### config.mk
export PLATFORM = sky130hd
export DESIGN_NAME = ntt_poly_io
export DESIGN_NICKNAME = d
export VERILOG_FILES = /design/src/rtl/ntt_poly_io.sv
export SDC_FILE = /design/constraint.sdc
export NUM_CORES = 1
export LEC_CHECK = 0
export CAP_MARGIN = 10
export CORE_MARGIN = 8
export CORE_UTILIZATION = 45
export DETAILED_ROUTE_END_ITERATION = 8
export PLACE_DENSITY = 0.79
export SETUP_SLACK_MARGIN = 0.02
export SYNTH_ARGS = -nofsm -noshare
export SYNTH_HDL_FRONTEND = slang
export SYNTH_SLANG_ARGS = --single-unit
### constraint.sdc
create_clock -name clk -period 2.7 [get_ports clk]
set_input_delay 0.27 -clock clk [delete_from_list [all_inputs] [get_ports clk]]
set_output_delay 0.27 -clock clk [all_outputs]
set_load 0.005 [all_outputs]
### src/rtl/ntt_poly_io.sv
// rtl/ntt_poly_io.sv - NTT polynomial load/unload streaming front end
module ntt_poly_io #(
    parameter int N          = 4,
    parameter int ADDR_WIDTH = $clog2(N),
    parameter int DATA_WIDTH = 12,
    parameter int Q          = 3329
) (
    input  logic                  clk,
    input  logic                  rst,
    input  logic                  op_start,
    input  logic                  op_mode,
    input  logic                  op_result_bank,
    input  logic                  s_valid,
    output logic                  s_ready,
    input  logic [DATA_WIDTH-1:0] s_data,
    output logic                  ntt_enable,
    output logic                  ntt_mode,
    input  logic                  ntt_done,
    output logic                  bram_owner,
    output logic                  io_bank,
    output logic [ADDR_WIDTH-1:0] io_addr,
    output logic                  io_we,
    output logic [DATA_WIDTH-1:0] io_din,
    input  logic [DATA_WIDTH-1:0] io_dout0,
    input  logic [DATA_WIDTH-1:0] io_dout1,
    output logic                  m_valid,
    input  logic                  m_ready,
    output logic [DATA_WIDTH-1:0] m_data,
    output logic                  m_last,
    output logic                  busy,
    output logic                  op_done
);

    localparam logic [ADDR_WIDTH-1:0] LAST_ADDR = ADDR_WIDTH'(N - 1);
    localparam logic [DATA_WIDTH-1:0] Q_VAL     = DATA_WIDTH'(Q);

    typedef enum logic [2:0] {S_IDLE, S_LOAD, S_START, S_WAIT, S_UNLOAD} state_t;

    state_t                state;
    logic                  mode_q;
    logic                  bank_q;
    logic [ADDR_WIDTH-1:0] idx;
    logic                  load_last;
    logic                  rd_pend;
    logic                  pend_last;
    logic                  rd_done;
    logic [DATA_WIDTH-1:0] fifo_data [2];
    logic                  fifo_last [2];
    logic                  wr_ptr;
    logic                  rd_ptr;
    logic [1:0]            fifo_cnt;

    logic [DATA_WIDTH-1:0] s_red;
    logic [DATA_WIDTH-1:0] dout_sel;
    logic                  fifo_empty;
    logic                  beat;
    logic                  issue;
    logic                  push;
    logic                  pop;

    assign s_red      = (s_data >= Q_VAL) ? s_data - Q_VAL : s_data;
    assign dout_sel   = bank_q ? io_dout1 : io_dout0;
    assign fifo_empty = (fifo_cnt == 2'd0);

    // Read data returning this cycle is presented directly when the FIFO is
    // empty, so the first beat appears one cycle after its read issues.
    assign m_valid = !fifo_empty || rd_pend;
    assign m_data  = !fifo_empty ? fifo_data[rd_ptr] : (rd_pend ? dout_sel : '0);
    assign m_last  = !fifo_empty ? fifo_last[rd_ptr] : (rd_pend & pend_last);

    assign beat  = m_valid && m_ready;
    assign issue = (state == S_UNLOAD) && !rd_done && ((fifo_cnt + 2'(rd_pend)) < 2'd2);
    assign push  = rd_pend && !(fifo_empty && beat);
    assign pop   = beat && !fifo_empty;
    assign busy  = (state != S_IDLE);

    always_ff @(posedge clk or negedge rst) begin
        if (!rst) begin
            state      <= S_IDLE;
            mode_q     <= 1'b0;
            bank_q     <= 1'b0;
            idx        <= '0;
            load_last  <= 1'b0;
            rd_pend    <= 1'b0;
            pend_last  <= 1'b0;
            rd_done    <= 1'b0;
            wr_ptr     <= 1'b0;
            rd_ptr     <= 1'b0;
            fifo_cnt   <= 2'd0;
            for (int i = 0; i < 2; i++) begin
                fifo_data[i] <= '0;
                fifo_last[i] <= 1'b0;
            end
            s_ready    <= 1'b0;
            ntt_enable <= 1'b0;
            ntt_mode   <= 1'b0;
            bram_owner <= 1'b0;
            io_bank    <= 1'b0;
            io_addr    <= '0;
            io_we      <= 1'b0;
            io_din     <= '0;
            op_done    <= 1'b0;
        end else begin
            op_done <= 1'b0;
            rd_pend <= issue;
            if (issue) begin
                pend_last <= (io_addr == LAST_ADDR);
            end
            if (push) begin
                fifo_data[wr_ptr] <= dout_sel;
                fifo_last[wr_ptr] <= pend_last;
                wr_ptr            <= ~wr_ptr;
            end
            if (pop) begin
                rd_ptr <= ~rd_ptr;
            end
            fifo_cnt <= fifo_cnt + 2'(push) - 2'(pop);

            case (state)
                S_IDLE: begin
                    if (op_start) begin
                        mode_q     <= op_mode;
                        bank_q     <= op_result_bank;
                        idx        <= '0;
                        s_ready    <= 1'b1;
                        bram_owner <= 1'b1;
                        state      <= S_LOAD;
                    end
                end
                S_LOAD: begin
                    io_we <= 1'b0;
                    if (s_valid && s_ready) begin
                        io_we   <= 1'b1;
                        io_bank <= 1'b0;
                        io_addr <= idx;
                        io_din  <= s_red;
                        idx     <= idx + ADDR_WIDTH'(1);
                        if (idx == LAST_ADDR) begin
                            s_ready   <= 1'b0;
                            load_last <= 1'b1;
                        end
                    end
                    // load_last is set together with the final write strobe
                    if (load_last) begin
                        load_last  <= 1'b0;
                        bram_owner <= 1'b0;
                        ntt_enable <= 1'b1;
                        ntt_mode   <= mode_q;
                        io_addr    <= '0;
                        io_din     <= '0;
                        state      <= S_START;
                    end
                end
                S_START: begin
                    ntt_enable <= 1'b0;
                    ntt_mode   <= 1'b0;
                    state      <= S_WAIT;
                end
                S_WAIT: begin
                    if (ntt_done) begin
                        idx        <= '0;
                        io_addr    <= '0;
                        io_bank    <= bank_q;
                        rd_done    <= 1'b0;
                        bram_owner <= 1'b1;
                        state      <= S_UNLOAD;
                    end
                end
                S_UNLOAD: begin
                    if (issue) begin
                        if (io_addr == LAST_ADDR) begin
                            rd_done <= 1'b1;
                        end else begin
                            io_addr <= io_addr + ADDR_WIDTH'(1);
                        end
                    end
                    if (beat && m_last) begin
                        op_done    <= 1'b1;
                        bram_owner <= 1'b0;
                        io_bank    <= 1'b0;
                        io_addr    <= '0;
                        state      <= S_IDLE;
                    end
                end
                default: state <= S_IDLE;
            endcase
        end
    end

endmodule

==> summary.md <==
| Metric | Value |
|---|---|
| Peak supply drop | 612 uV |
| CP Depth | 4 |
| Skew-Pair Late Insertion Delay | 0.33 ns |
| Crit path max-delay cell type | clkdlybuf4s50_1 |
| Slowest stage delay, CP | 0.55 ns |
| Commonest non-fill, non-tap cells in the layout | 78 x clkdlybuf4s50_1, 61 x dfrtp_1, 34 x nand2_1 |
| CP Launch Type | flop |
| Largest net degree at the start of global routing | 63 |
| N_diodes | 0 |
| Via-to-Cell Ratio | 5.53 |
| Ys Warns | 0 |
| Total grt overflow | 0 |
| Hold Fails Final Rpt | 0 |
| I/O Pins | 80 |
| Cells after DPL | 499 |
| Root Buffer | clkbuf_8 |
| Worst-margin pin slew | 0.695 ns |
| Worst Setup Path Type | reg2out |
| Initial Utilization | 45.9% |
| Area Growth Syn to Fin | 33.8% |
| Slew HR | 53.7% |
| Setup ws final | 0.339 ns |
| R2R Path End | io_din[3] |
| Post-DRT Antenna Nets | 0 |
| H-tree levels | 3 |
| Core box area | 7180 um2 |
| Fillers | 621 |
| GP Congestion | 0.911 |
| Crit path capture | m_data[11] |
| CP endpoint kind | output pin |
| Vias in the first global route | 2,893 |
| Setup Buffers After CTS | 0 |
| Total CTS buffers | 9 |
| Syn_area_per_cell | 9.79 um2 |
| Drt first pass iters | 4 |
| CP Data Required Time | 2.43 ns |
| Die area | 10,300 um2 |
| Distinct cells, synth | 53 |
| Via Count | 2,856 |
| Clock transition at the registers of the reported paths | 0.07 ns |
| CTS Sinks | 62 |
| Top delay family on crit path | buffers and inverters |
| WP data arrival | 2.09 ns |
| Max Root-Sink Buffers | 2 |
| Pre-CTS setup slack | 0.362 ns |
| Final critical-path required period | 2.36 ns |
| CTS tree | built |
| DRC | 0 |
| Commonest non-fill, non-tap cell in the layout | clkdlybuf4s50_1 |
| Ys async rst share | 100% |
| # setup viols final | 0 |
| Max cap viols | 0 |
| Port Buf Inserts | 79 |
| Max-slew violation count | 0 |
| Post-synth EDFFs | 0 |
| TNS Setup | 0 ns |
| Die Y-Extent | 102 um |
| Crit path launch | fifo_cnt[1] |
| R2R Path Start | load_last |
| Register area share after synthesis | 47.1% |
| Starting DRT DRC Count | 87 |
| Leak pwr | 1.89 nW |
| Post-Syn Instances | 336 |
| Syn_nets | 386 |
| Row Count | 31 |
| Worst R2R Path Depth | 4 |
| Initial antenna violation count | 0 |
| Proportion of layout cells with a drive suffix above 1 | 10.1% |
| Total wire length | 8130 um |
| Power density over the cells | 1020 nW/um2 |
| Fin cells | 516 |
| Die X | 102 um |
| Worst min path class | in2async |
| RSZ-0062 raised after global routing | no |
| DP Wirelength | 5870 um |
| Post-layout total power | 4.47 mW |
| DR WL/cell | 15.8 um |
| First-pass GRT wire length | 13,500 um |
| Crit-path cells | nor2_1 > nand2_1 > o22ai_1 > clkdlybuf4s50_1 |
| R2R Setup Slk | 0.54 ns |
| Synth Register Bits | 62 |
| Status | completed |
| Clk_skew | 0.00854 ns |
| Tcrit/Tclk final | 87.4% |
| Final Net Count | 462 |
| Main flop type after synthesis | dfrtp_1 |
| Post-Syn Area | 3290 um2 |
| Crit path buffers/inverters | 1 |
| Worst-path maximum fanout | 12 |
| GRT Overall Usage | 16.4% |
| F_max | 424 MHz |
[repair_timing]
action                     in CTS  in global routing
hold buffers                    1                  0
gates resized for setup         0                  1
setup endpoints to repair       0                  1
hold endpoints to repair       62                  0
[worst min-delay path, stage by stage]
cell           delay, ns
dlygate4sd3_1       0.52
buf_2               0.12
buf_12              0.29
[synthesized netlist by cell type (3+ instances only)]
library cell / number / share of area (%)
nand3_1: 8 / 1.2
clkbuf_1: 17 / 1.9
nor3_1: 3 / 0.46
mux2_2: 9 / 3.1
a32o_1: 3 / 0.91
inv_1: 10 / 1.1
o211ai_1: 3 / 0.68
nand2_1: 34 / 3.9
or4_1: 3 / 0.68
dfrtp_1: 62 / 47
mux2i_1: 27 / 8.2
xnor2_1: 6 / 1.6
o22ai_1: 13 / 2.5
o21ai_0: 26 / 4.0
a211o_1: 3 / 0.80
ha_1: 6 / 2.3
nor2_1: 28 / 3.2
or3_1: 3 / 0.57
buf_2: 3 / 0.46
a21oi_1: 19 / 2.9
[kinds of logic (layout without fill, tap and decap cells)]
logic type,after synthesis,count (layout),share of synthesized area [%]
simple gates,98,98,14.1
flops,62,62,47.1
fa+ha+maj,6,6,2.28
compound gates,96,96,19.4
buf+inv,31,112,3.88
mux,36,36,11.3
xor+xnor,7,7,1.86
[worst min-delay path by stage]
stage / slack [ns] / depth (start not counted) / to / start
after global routing: 0.51 / 1 / io_din[10] / io_din[10]
after global placement: 0.30 / 2 / ntt_enable / rst
after CTS: 0.48 / 3 / ntt_enable / rst
after floorplan: -0.03 / 0 / bank_q / rst
after detailed placement: 0.31 / 2 / ntt_enable / rst
final: 0.47 / 3 / bram_owner / rst
[power by group]
part	switching, mW	internal (mW)
Sequential	0.316	1.26
Combinational	0.877	1.12
Clock	0.356	0.541
Total	1.55	2.92
[final cells by class]
| type | count | area (um2) | area share, % |
|---|---|---|---|
| clock buffer | 10 | 138 | 3.13 |
| inverter | 10 | 37.5 | 0.853 |
| clock inverter | 6 | 85.1 | 1.93 |
| tap | 99 | 124 | 2.81 |
| sequential | 62 | 1550 | 35.3 |
| multi-input combinational | 243 | 1610 | 36.6 |
| timing repair buffer | 86 | 853 | 19.4 |
[flip-flops by register name (all words and copies together) (netlist names), 2 cells and up]
name,cells
state,3
io_din,12
io_addr,2
idx,2
fifo_data,24
fifo_last,2
fifo_cnt,2
[metal layers]
layer / up-vias / share of wire (%) / wire [um] / GRT usage [%]
met5: - / 0 / 0 / 0
met1: 1371 / 44 / 3540 / 19.6
met2: 86 / 48 / 3910 / 26.6
met4: 0 / 2.9 / 232 / 9.05
met3: 16 / 5.5 / 448 / 3.64
li1: 1383 / - / - / -
[through the flow]
stage	hold slack, ns	util, %	area [um2]
after floorplan	-0.0256	-	3290
after global placement	0.302	58.1	4170
after detailed placement	0.306	58.1	4170
after CTS	0.475	61.3	4400
after global routing	0.511	61.3	4400
final	0.466	61.3	4400
Note: power is estimated with default switching activity, not from simulation.
